`src/rtl/fetch_ctrl_pkg.sv`:
```
// fetch_ctrl_pkg: next-PC op codes, fetch FSM encodings
// and the fetched-word bundle shared by the fetch slice.
package fetch_ctrl_pkg;

  localparam logic [2:0] NPC_PLUS4  = 3'b000;
  localparam logic [2:0] NPC_BRANCH = 3'b001;
  localparam logic [2:0] NPC_JUMP   = 3'b010;
  localparam logic [2:0] NPC_JR     = 3'b011;

  localparam logic [1:0] FS_REQ  = 2'd0;
  localparam logic [1:0] FS_WAIT = 2'd1;
  localparam logic [1:0] FS_HOLD = 2'd2;

  typedef struct packed {
    logic [29:0] pc;
    logic [31:0] instr;
  } fetch_word_t;

  function automatic logic npc_op_known(
    input logic [2:0] op
  );
    return (op == NPC_PLUS4) || (op == NPC_BRANCH) ||
           (op == NPC_JUMP)  || (op == NPC_JR);
  endfunction

endpackage

```
`src/rtl/fetch_ctrl_npc.sv`:
```
// npc: word-granular next-PC block (plus4, branch, jump, jr).
// All arithmetic is 30-bit and wraps.
module npc
  import fetch_ctrl_pkg::*;
(
  input  logic [29:0] pc,
  input  logic [2:0]  npc_op,
  input  logic [25:0] imm,
  input  logic [31:0] rs,
  output logic [29:0] npc
);

  logic [29:0] pc_plus1;
  logic [29:0] br_off;
  logic        unused_rs;

  assign pc_plus1  = pc + 30'd1;
  assign br_off    = {{14{imm[15]}}, imm[15:0]};
  assign unused_rs = ^rs[31:30];

  // Select the target; unknown ops leave the PC unchanged.
  always_comb begin
    npc = pc;
    case (npc_op)
      NPC_PLUS4:  npc = pc_plus1;
      NPC_BRANCH: npc = pc_plus1 + br_off;
      NPC_JUMP:   npc = {pc[29:26], imm};
      NPC_JR:     npc = rs[29:0];
      default:    npc = pc;
    endcase
  end

endmodule

```
`src/rtl/fetch_ctrl.sv`:
```
// fetch_ctrl: one-outstanding instruction fetch sequencer
// with a 1-entry skid buffer and execute redirects.
module fetch_ctrl
  import fetch_ctrl_pkg::*;
#(
  parameter logic [31:0] RESET_PC = 32'h0000_3000
) (
  input  logic        clk,
  input  logic        rstn,
  input  logic        stall,
  input  logic        redirect_valid,
  input  logic [2:0]  redirect_op,
  input  logic [29:0] redirect_pc,
  input  logic [25:0] redirect_imm,
  input  logic [31:0] redirect_rs,
  output logic        imem_req,
  output logic [29:0] imem_addr,
  input  logic        imem_gnt,
  input  logic        imem_rvalid,
  input  logic [31:0] imem_rdata,
  output logic        if_valid,
  output logic [29:0] if_pc,
  output logic [31:0] if_instr
);

  logic [1:0]  state_q, state_d;
  logic [29:0] pc_q, pc_d;
  logic        kill_q, kill_d;
  logic        run_q, run_d;
  logic        vld_q, vld_d;
  fetch_word_t slot_q, slot_d;
  fetch_word_t buf_q, buf_d;

  logic [29:0] n_pc;
  logic [2:0]  n_op;
  logic [29:0] n_out;
  logic        req_on;
  logic        slot_free;
  logic        unused_rs_lo;

  assign n_pc = redirect_valid ? redirect_pc : pc_q;
  assign n_op = redirect_valid ? redirect_op : NPC_PLUS4;
  assign unused_rs_lo = ^redirect_rs[1:0];

  npc u_npc (
    .pc     (n_pc),
    .npc_op (n_op),
    .imm    (redirect_imm),
    .rs     ({2'b00, redirect_rs[31:2]}),
    .npc    (n_out)
  );

  // run_q keeps imem_req low until the first edge after reset.
  assign req_on    = run_q && (state_q == FS_REQ);
  assign slot_free = !vld_q || !stall;

  assign imem_req  = req_on;
  assign imem_addr = pc_q;
  assign if_valid  = vld_q;
  assign if_pc     = slot_q.pc;
  assign if_instr  = slot_q.instr;

  // Next-state: redirect first, then the normal fetch walk.
  always_comb begin
    state_d = state_q;
    pc_d    = pc_q;
    kill_d  = kill_q;
    run_d   = 1'b1;
    vld_d   = vld_q && stall;
    slot_d  = slot_q;
    buf_d   = buf_q;
    if (redirect_valid) begin
      pc_d  = n_out;
      vld_d = 1'b0;
      case (state_q)
        FS_REQ: begin
          if (req_on && imem_gnt) begin
            kill_d  = 1'b1;
            state_d = FS_WAIT;
          end
        end
        FS_WAIT: begin
          // A response landing now is the stale one.
          if (imem_rvalid) begin
            kill_d  = 1'b0;
            state_d = FS_REQ;
          end else begin
            kill_d  = 1'b1;
          end
        end
        default: begin
          kill_d  = 1'b0;
          state_d = FS_REQ;
        end
      endcase
    end else begin
      case (state_q)
        FS_REQ: begin
          if (req_on && imem_gnt) state_d = FS_WAIT;
        end
        FS_WAIT: begin
          if (imem_rvalid) begin
            if (kill_q) begin
              kill_d  = 1'b0;
              state_d = FS_REQ;
            end else if (slot_free) begin
              slot_d.pc    = pc_q;
              slot_d.instr = imem_rdata;
              vld_d        = 1'b1;
              pc_d         = n_out;
              state_d      = FS_REQ;
            end else begin
              buf_d.pc    = pc_q;
              buf_d.instr = imem_rdata;
              pc_d        = n_out;
              state_d     = FS_HOLD;
            end
          end
        end
        FS_HOLD: begin
          if (slot_free) begin
            slot_d  = buf_q;
            vld_d   = 1'b1;
            state_d = FS_REQ;
          end
        end
        default: state_d = FS_REQ;
      endcase
    end
  end

  // Fetch state registers.
  always_ff @(posedge clk or negedge rstn) begin
    if (!rstn) begin
      state_q <= FS_REQ;
      pc_q    <= RESET_PC[31:2];
      kill_q  <= 1'b0;
      run_q   <= 1'b0;
      vld_q   <= 1'b0;
      slot_q  <= '0;
      buf_q   <= '0;
    end else begin
      state_q <= state_d;
      pc_q    <= pc_d;
      kill_q  <= kill_d;
      run_q   <= run_d;
      vld_q   <= vld_d;
      slot_q  <= slot_d;
      buf_q   <= buf_d;
    end
  end

endmodule

```
`config.mk`:
```
export PLATFORM = sky130hd
export DESIGN_NAME = fetch_ctrl
export DESIGN_NICKNAME = d
export VERILOG_FILES = /design/src/rtl/fetch_ctrl_pkg.sv /design/src/rtl/fetch_ctrl_npc.sv /design/src/rtl/fetch_ctrl.sv
export SDC_FILE = /design/constraint.sdc
export NUM_CORES = 1
export LEC_CHECK = 0
export BUFFER_PORTS_ARGS = -buffer_cell sky130_fd_sc_hd__buf_2
export CORE_ASPECT_RATIO = 0.6
export CORE_MARGIN = 3
export CORE_UTILIZATION = 35
export CTS_CLUSTER_DIAMETER = 50
export CTS_CLUSTER_SIZE = 8
export DETAILED_ROUTE_END_ITERATION = 10
export GPL_TIMING_DRIVEN = 0
export PLACE_DENSITY = 0.62
export SYNTH_ARGS = -nofsm -noshare
export SYNTH_HDL_FRONTEND = slang
export SYNTH_SLANG_ARGS = --single-unit
```
`constraint.sdc`:
```
create_clock -name clk -period 4.1 [get_ports clk]
set_input_delay 0.205 -clock clk [delete_from_list [all_inputs] [get_ports clk]]
set_output_delay 0.205 -clock clk [all_outputs]
set_load 0.02 [all_outputs]
```
Word level (Yosys, flattened, before mapping)
Index checks and enable logic that the tools add are counted.
{"block": "classes", "n_reduce_logical": 16, "eq_ne": 12, "n_mux": 32, "addsub": 2, "n_bitwise": 3}
{"cell": "62-bit two-way mux", "count": 4}
{"cell": "30-bit two-way mux", "count": 5}
{"cell": "62-bit one-hot mux with 2 select lines", "count": 1}
{"cell": "30-bit one-hot mux with 4 select lines", "count": 1}
{"cell": "30-bit by 1-bit adder with 30-bit output (second input constant)", "count": 1}
{"cell": "30-bit adder", "count": 1}
{"cell": "2-bit two-way mux", "count": 7}
{"cell": "2-bit inequality test (second input constant)", "count": 5}
{"cell": "1-bit two-way mux", "count": 9}
{"cell": "3-bit by 2-bit equality test with 1-bit output (second input constant)", "count": 2}
{"cell": "2-bit one-hot mux with 3 select lines", "count": 1}
{"cell": "3-bit AND reduction", "count": 2}
{"cell": "6-bit AND reduction", "count": 1}
{"cell": "2-bit nonzero test", "count": 3}
{"cell": "5-bit AND reduction", "count": 1}
{"cell": "1-bit one-hot mux with 2 select lines", "count": 2}
{"cell": "2-bit one-hot mux with 2 select lines", "count": 1}
{"cell": "3-bit by 1-bit equality test with 1-bit output (second input constant)", "count": 1}
{"cell": "1-bit logical AND", "count": 3}
{"cell": "3-bit logical NOT", "count": 1}
{"cell": "3-bit two-way mux", "count": 1}
{"cell": "3-bit by 2-bit inequality test with 1-bit output (second input constant)", "count": 1}
{"cell": "3-bit inequality test (second input constant)", "count": 1}
{"cell": "1-bit NOT", "count": 3}
{"cell": "6 further kinds", "count": 7}
{"block": "totals", "ff_bits": 159, "elab_cells": 74, "inputBits": 129}

Longest topological paths before layout
{"block": "logic_depth", "ltp_word": 8, "depth_mapped": 23, "depth_no_buf": 19}

Hierarchy
From an unflattened synthesis, not the netlist that was laid out.
{"block": "hier_totals", "hier_cells": 988, "area_unflattened_um2": 10782.8}
{"module": "fetch_ctrl", "area_each_um2": 7194.4, "seq_area_each_um2": 3981.3, "cells_per_inst": 466, "n_inst": 1}
{"module": "npc", "area_each_um2": 3588.4, "seq_area_each_um2": 0.0, "cells_per_inst": 522, "n_inst": 1}

Worst setup path after synthesis
No wires, ideal clock.
{"block": "synth_timing", "path_type": "input to register", "start": "input port redirect_valid", "end": "register pc_q[29] (netlist: imem_addr[29])", "path_slack_ns": -0.371, "setup_ns": 0.066, "t_arrival_ns": 4.405, "path_stages": 23, "path_cell_list": "buf_6 > buf_8 > buf_2 > buf_2 > buf_1 > mux2_2 > ha_1 > o211a_2 > o2111ai_4 > nor3_2 > nand2_1 > xnor2_1 > nand2_1 > o21ai_0 > ha_1 > nand2_1 > nor2_1 > and3_1 > and4_1 > a2111oi_4 > o31ai_1 > o32ai_1 > a31o_1"}
{"block": "synth_between", "elab_chain_cells": 8, "elab_cells_between_ends": 17, "classes_between": "add/sub: 2; eq/ne: 4; mux: 7; reduce/logical: 4"}
{"element": "from (decl)", "line": "fetch_ctrl.sv:11", "text": "input logic redirect_valid,"}
{"element": "30-bit two-way mux", "line": "fetch_ctrl.sv:41", "text": "assign n_pc = redirect_valid ? redirect_pc : pc_q;"}
{"element": "30-bit by 1-bit adder with 30-bit output", "line": "fetch_ctrl_npc.sv:17", "text": "assign pc_plus1 = pc + 30'd1;"}
{"element": "30-bit adder", "line": "fetch_ctrl_npc.sv:26", "text": "NPC_BRANCH: npc = pc_plus1 + br_off;"}
{"element": "30-bit one-hot mux with 4 select lines", "line": "fetch_ctrl_npc.sv:24", "text": "case (npc_op)"}
{"element": "30-bit two-way mux", "line": "fetch_ctrl.sv:103", "text": "if (kill_q) begin"}
{"element": "30-bit two-way mux", "line": "fetch_ctrl.sv:102", "text": "if (imem_rvalid) begin"}
{"element": "30-bit two-way mux", "line": "fetch_ctrl.sv:97", "text": "case (state_q)"}
{"element": "30-bit two-way mux", "line": "fetch_ctrl.sv:72", "text": "if (redirect_valid) begin"}
{"element": "to (signal assigned)", "line": "fetch_ctrl.sv:136", "text": "pc_q <= RESET_PC[31:2];"}
{"element": "to (signal assigned)", "line": "fetch_ctrl.sv:144", "text": "pc_q <= pc_d;"}
{"element": "to (decl)", "line": "fetch_ctrl.sv:27", "text": "logic [29:0] pc_q, pc_d;"}
Parallel ways exist; a longest one is shown, timed or not. The select of a mux whose other input is x is not followed.
A chain may end at the register's enable or synchronous reset.

Final worst setup path
{"block": "layout_timing", "start": "register pc_q[0] (netlist: imem_addr[0])", "end": "register pc_q[29] (netlist: imem_addr[29])"}
{"block": "layout_between", "elab_chain_cells": 8}
{"element": "30-bit two-way mux *", "line": "fetch_ctrl.sv:41"}
{"element": "30-bit by 1-bit adder with 30-bit output *", "line": "fetch_ctrl_npc.sv:17"}
{"element": "30-bit adder", "line": "fetch_ctrl_npc.sv:26"}
{"element": "30-bit one-hot mux with 4 select lines *", "line": "fetch_ctrl_npc.sv:24"}
{"element": "30-bit two-way mux", "line": "fetch_ctrl.sv:103"}
{"element": "30-bit two-way mux", "line": "fetch_ctrl.sv:102"}
{"element": "30-bit two-way mux", "line": "fetch_ctrl.sv:97"}
{"element": "30-bit two-way mux *", "line": "fetch_ctrl.sv:72"}
Every way passes the cells marked *; elsewhere a longest branch is shown, timed or not. The select of a mux whose other input is x is not followed.

==> metrics <==
worst hold path class=input port to register; Initial DRC Count=979; commonest non-fill, non-tap cell in the layout=buf_2; CTS buffer count=17; Worst path depth=16; R2R depth=16; Critical Path AT=4.32 ns; remaining global-route overflow=0; Worst-Skew Late Latency=0.43 ns; most used cell along the critical path=a31o_1; antenna-violating nets left=0; status=complete, no violations; period utilization=0.967; Placement Cell Area=0.0118 mm²; # setup viols final=0; Primary FF master, synth=dfrtp_1; DP HPWL=28300 µm; number of global-route vias before repair=8923; die width=226 µm; slowest stage delay, CP=0.46 ns; crit-path cells=nand3_2, o22ai_4, nand4_1, buf_4, nor2_1, nand2_1, xor2_1, ha_1, a21o_1, a31o_1, a221o_1, and2_1, a2111oi_4, o31ai_2, o32ai_1, a31o_1; max-cap violations=0; first-pass GRT wire length=54200 µm; largest net degree at the start of global routing=105; DP Cell Count=1634; Fmax=0.252 GHz; via-per-instance ratio=5.70; Initial Util=0.363; Pwr Density=549 mW/mm²; FF+latch count, synth=159; largest cells by area after synthesis=dfrtp_1 (39%), mux2i_1 (8.9%), mux2_2 (7.5%), a21oi_1 (5.4%), ha_1 (4.8%); Site Rows=47; Die ar.=0.0313 mm²; CTS tree=yes; VDD IR-drop max=0.000309 V; Fin Clk Skew=0.0131 ns; clock slew at reported path FFs=0.07 ns; WP buf/inv=1; P&R area growth vs syn=24.1%; Max Slew Vio Count=0; Die Y=138 µm; drc violations=0; FF-to-FF End=imem_addr[29]$_DFFE_PN0P_; most frequent cells in the layout=buf_2 (234), dfrtp_1 (151), nor2_1 (110), a21oi_1 (108), mux2i_1 (90); Slew headroom=0.140; Final Hold Fails=0; All-Layer GR Usage=0.226; Setup WS pre-CTS=-1.47 ns; startpoint class of the critical path=register; hold_ws=0.0266 ns; ratio of cells with drive above 1 in the final layout=0.309; CP delay by family, top=compound AO/OA/AOI/OAI gates; Synth cell types=84; final worst slack=0.136 ns; Final Cell Area=0.0126 mm²; critical path peak fanout=6; Final Non-Filler Cells=1674; ys async rst share=1.00; RR Startpoint=imem_addr[0]$_DFFE_PN0P_; Mapped Nets=1216; crit path from=imem_addr[0]$_DFFE_PN0P_; Ys Warns=0; Post-Syn Instances=1047; H-tree depth=4; GP Congestion=0.925; Clk Tree Root Cell=clkbuf_16; CP endpoint=imem_addr[29]$_DFFE_PN0P_; detailed-route wire length=36300 µm; EDFF count, synth=0; reg2reg setup slack=0.14 ns; # clock sinks=159; Required @ worst endpoint=4.46 ns; Worst-Margin Slew=1.28 ns; WL/cell=21.7 µm; crit path kind=register to register; Syn Area/Cell=9.73 µm²; post-synth top area share=0.385; critical path endpoint category=register; Clock Path Buffers=2; cell accounting for the most synthesized area=dfrtp_1; port bufs=218; Post-layout nets=1462; Vias=9540; num ports=223; Leak=5.61 nW; Seq/Total Area, Yosys=0.391; DRT Pass-1 Iters=5; Netlist Area Pre-Place=0.0102 mm²; slowest CP cell=dfrtp_2; post-route minimum period=3.96 ns; initial antenna violation count=4; CORE AREA=0.0281 mm²
[final cells by class]
cell class | count | area, µm²
Buffer | 54 | 278
Timing Repair Buffer | 229 | 1210
Clock inverter | 13 | 164
Sequential cell | 159 | 3990
Antenna cell | 1 | 2.50
Fill cell | 2769 | 15500
Tap cell | 367 | 459
Inverter | 19 | 71.3
Multi-Input combinational cell | 813 | 6030
Clock buffer | 19 | 443
[cells by family (layout without fill, tap and decap cells)]
group | count (synthesis) | in the layout | synth area share
AOI/OAI and AO/OA | 297 | 297 | 0.194
xor gates and xnor gates | 47 | 47 | 0.0404
adders and majority gates | 40 | 40 | 0.0498
buffers and inverters | 75 | 334 | 0.0323
DFF | 159 | 159 | 0.391
muxes | 159 | 159 | 0.164
other | 1 | 2 | 0.000368
and+or+nand+nor | 269 | 269 | 0.128
[synth_stat cells (4+ instances only)]
library cell,n
xor2_1,20
a31oi_1,14
nor2_1,110
nand4_1,7
a221oi_1,11
nor2b_1,7
a221o_1,15
o21ai_0,40
nor3_1,6
o31ai_1,7
ha_1,39
buf_2,20
a31o_1,4
nand3_1,26
mux2_2,68
and2_1,4
nand3b_1,10
and3_1,8
a22oi_1,6
nand2_1,56
o22ai_1,23
nand2b_1,9
o211ai_1,4
a21oi_1,109
xnor2_1,27
a211oi_1,5
or2_2,6
o22a_1,4
inv_1,18
a21o_1,13
dfrtp_1,157
mux2i_1,91
o21a_1,7
clkbuf_1,30
[metrics by stage]
| step | power, W | util | setup TNS (ns) |
|---|---|---|---|
| 3_3_place_gp | 0.00517 | 0.419 | -18.15 |
| 4_1_cts | 0.00694 | 0.446 | 0 |
| 6_report | 0.00694 | 0.450 | 0 |
| 5_1_grt | 0.00736 | 0.450 | -0.00247 |
| 2_1_floorplan | 0.00418 | - | 0 |
| 3_5_place_dp | 0.00524 | 0.421 | -18.79 |
[power by group]
group	switching (W)	internal, W	total (W)
clock	0.000671	0.000977	0.00165
combinational	0.00182	0.00107	0.00290
sequential	0.000376	0.00202	0.00239
total	0.00287	0.00407	0.00694
[registers in the layout (all words and copies together), names as in the netlist]
register / cells
kill_q: 1
buf_q: 62
state_q: 2
if_pc: 30
run_q: 1
if_instr: 32
imem_addr: 30
if_valid: 1
[how the worst min path moves through the flow]
stage | startpoint | endpoint | slack (ns) | cells past startpoint
2_1_floorplan | rstn | buf_q[0]$_DFFE_PN0P_ | -0.09 | 0
3_3_place_gp | imem_rdata[8] | buf_q[8]$_DFFE_PN0P_ | 0.45 | 2
3_5_place_dp | rstn | if_instr[24]$_DFFE_PN0P_ | 0.17 | 1
4_1_cts | imem_rdata[9] | buf_q[9]$_DFFE_PN0P_ | 0.0006 | 2
5_1_grt | imem_rdata[9] | buf_q[9]$_DFFE_PN0P_ | 0.009 | 2
6_report | imem_rdata[1] | buf_q[1]$_DFFE_PN0P_ | 0.03 | 2
[metal layers]
metal | track usage | up-vias | share of wire | routed length [µm]
li1 | - | 4375 | - | -
met1 | 0.354 | 4680 | 0.48 | 17500
met2 | 0.312 | 439 | 0.41 | 14900
met3 | 0.0604 | 40 | 0.096 | 3480
met4 | 0.0372 | 6 | 0.0089 | 323
met5 | 0 | - | 0.00094 | 34
[repair_timing]
item,4_1_cts,5_1_grt
setup buffers,5,3
setup endpoints to repair,19,13
hold buffers,1,0
endpoints found under the hold margin,53,0
pin swaps,4,6
gates resized for setup,20,20
Power figures use the tool's default switching activity.
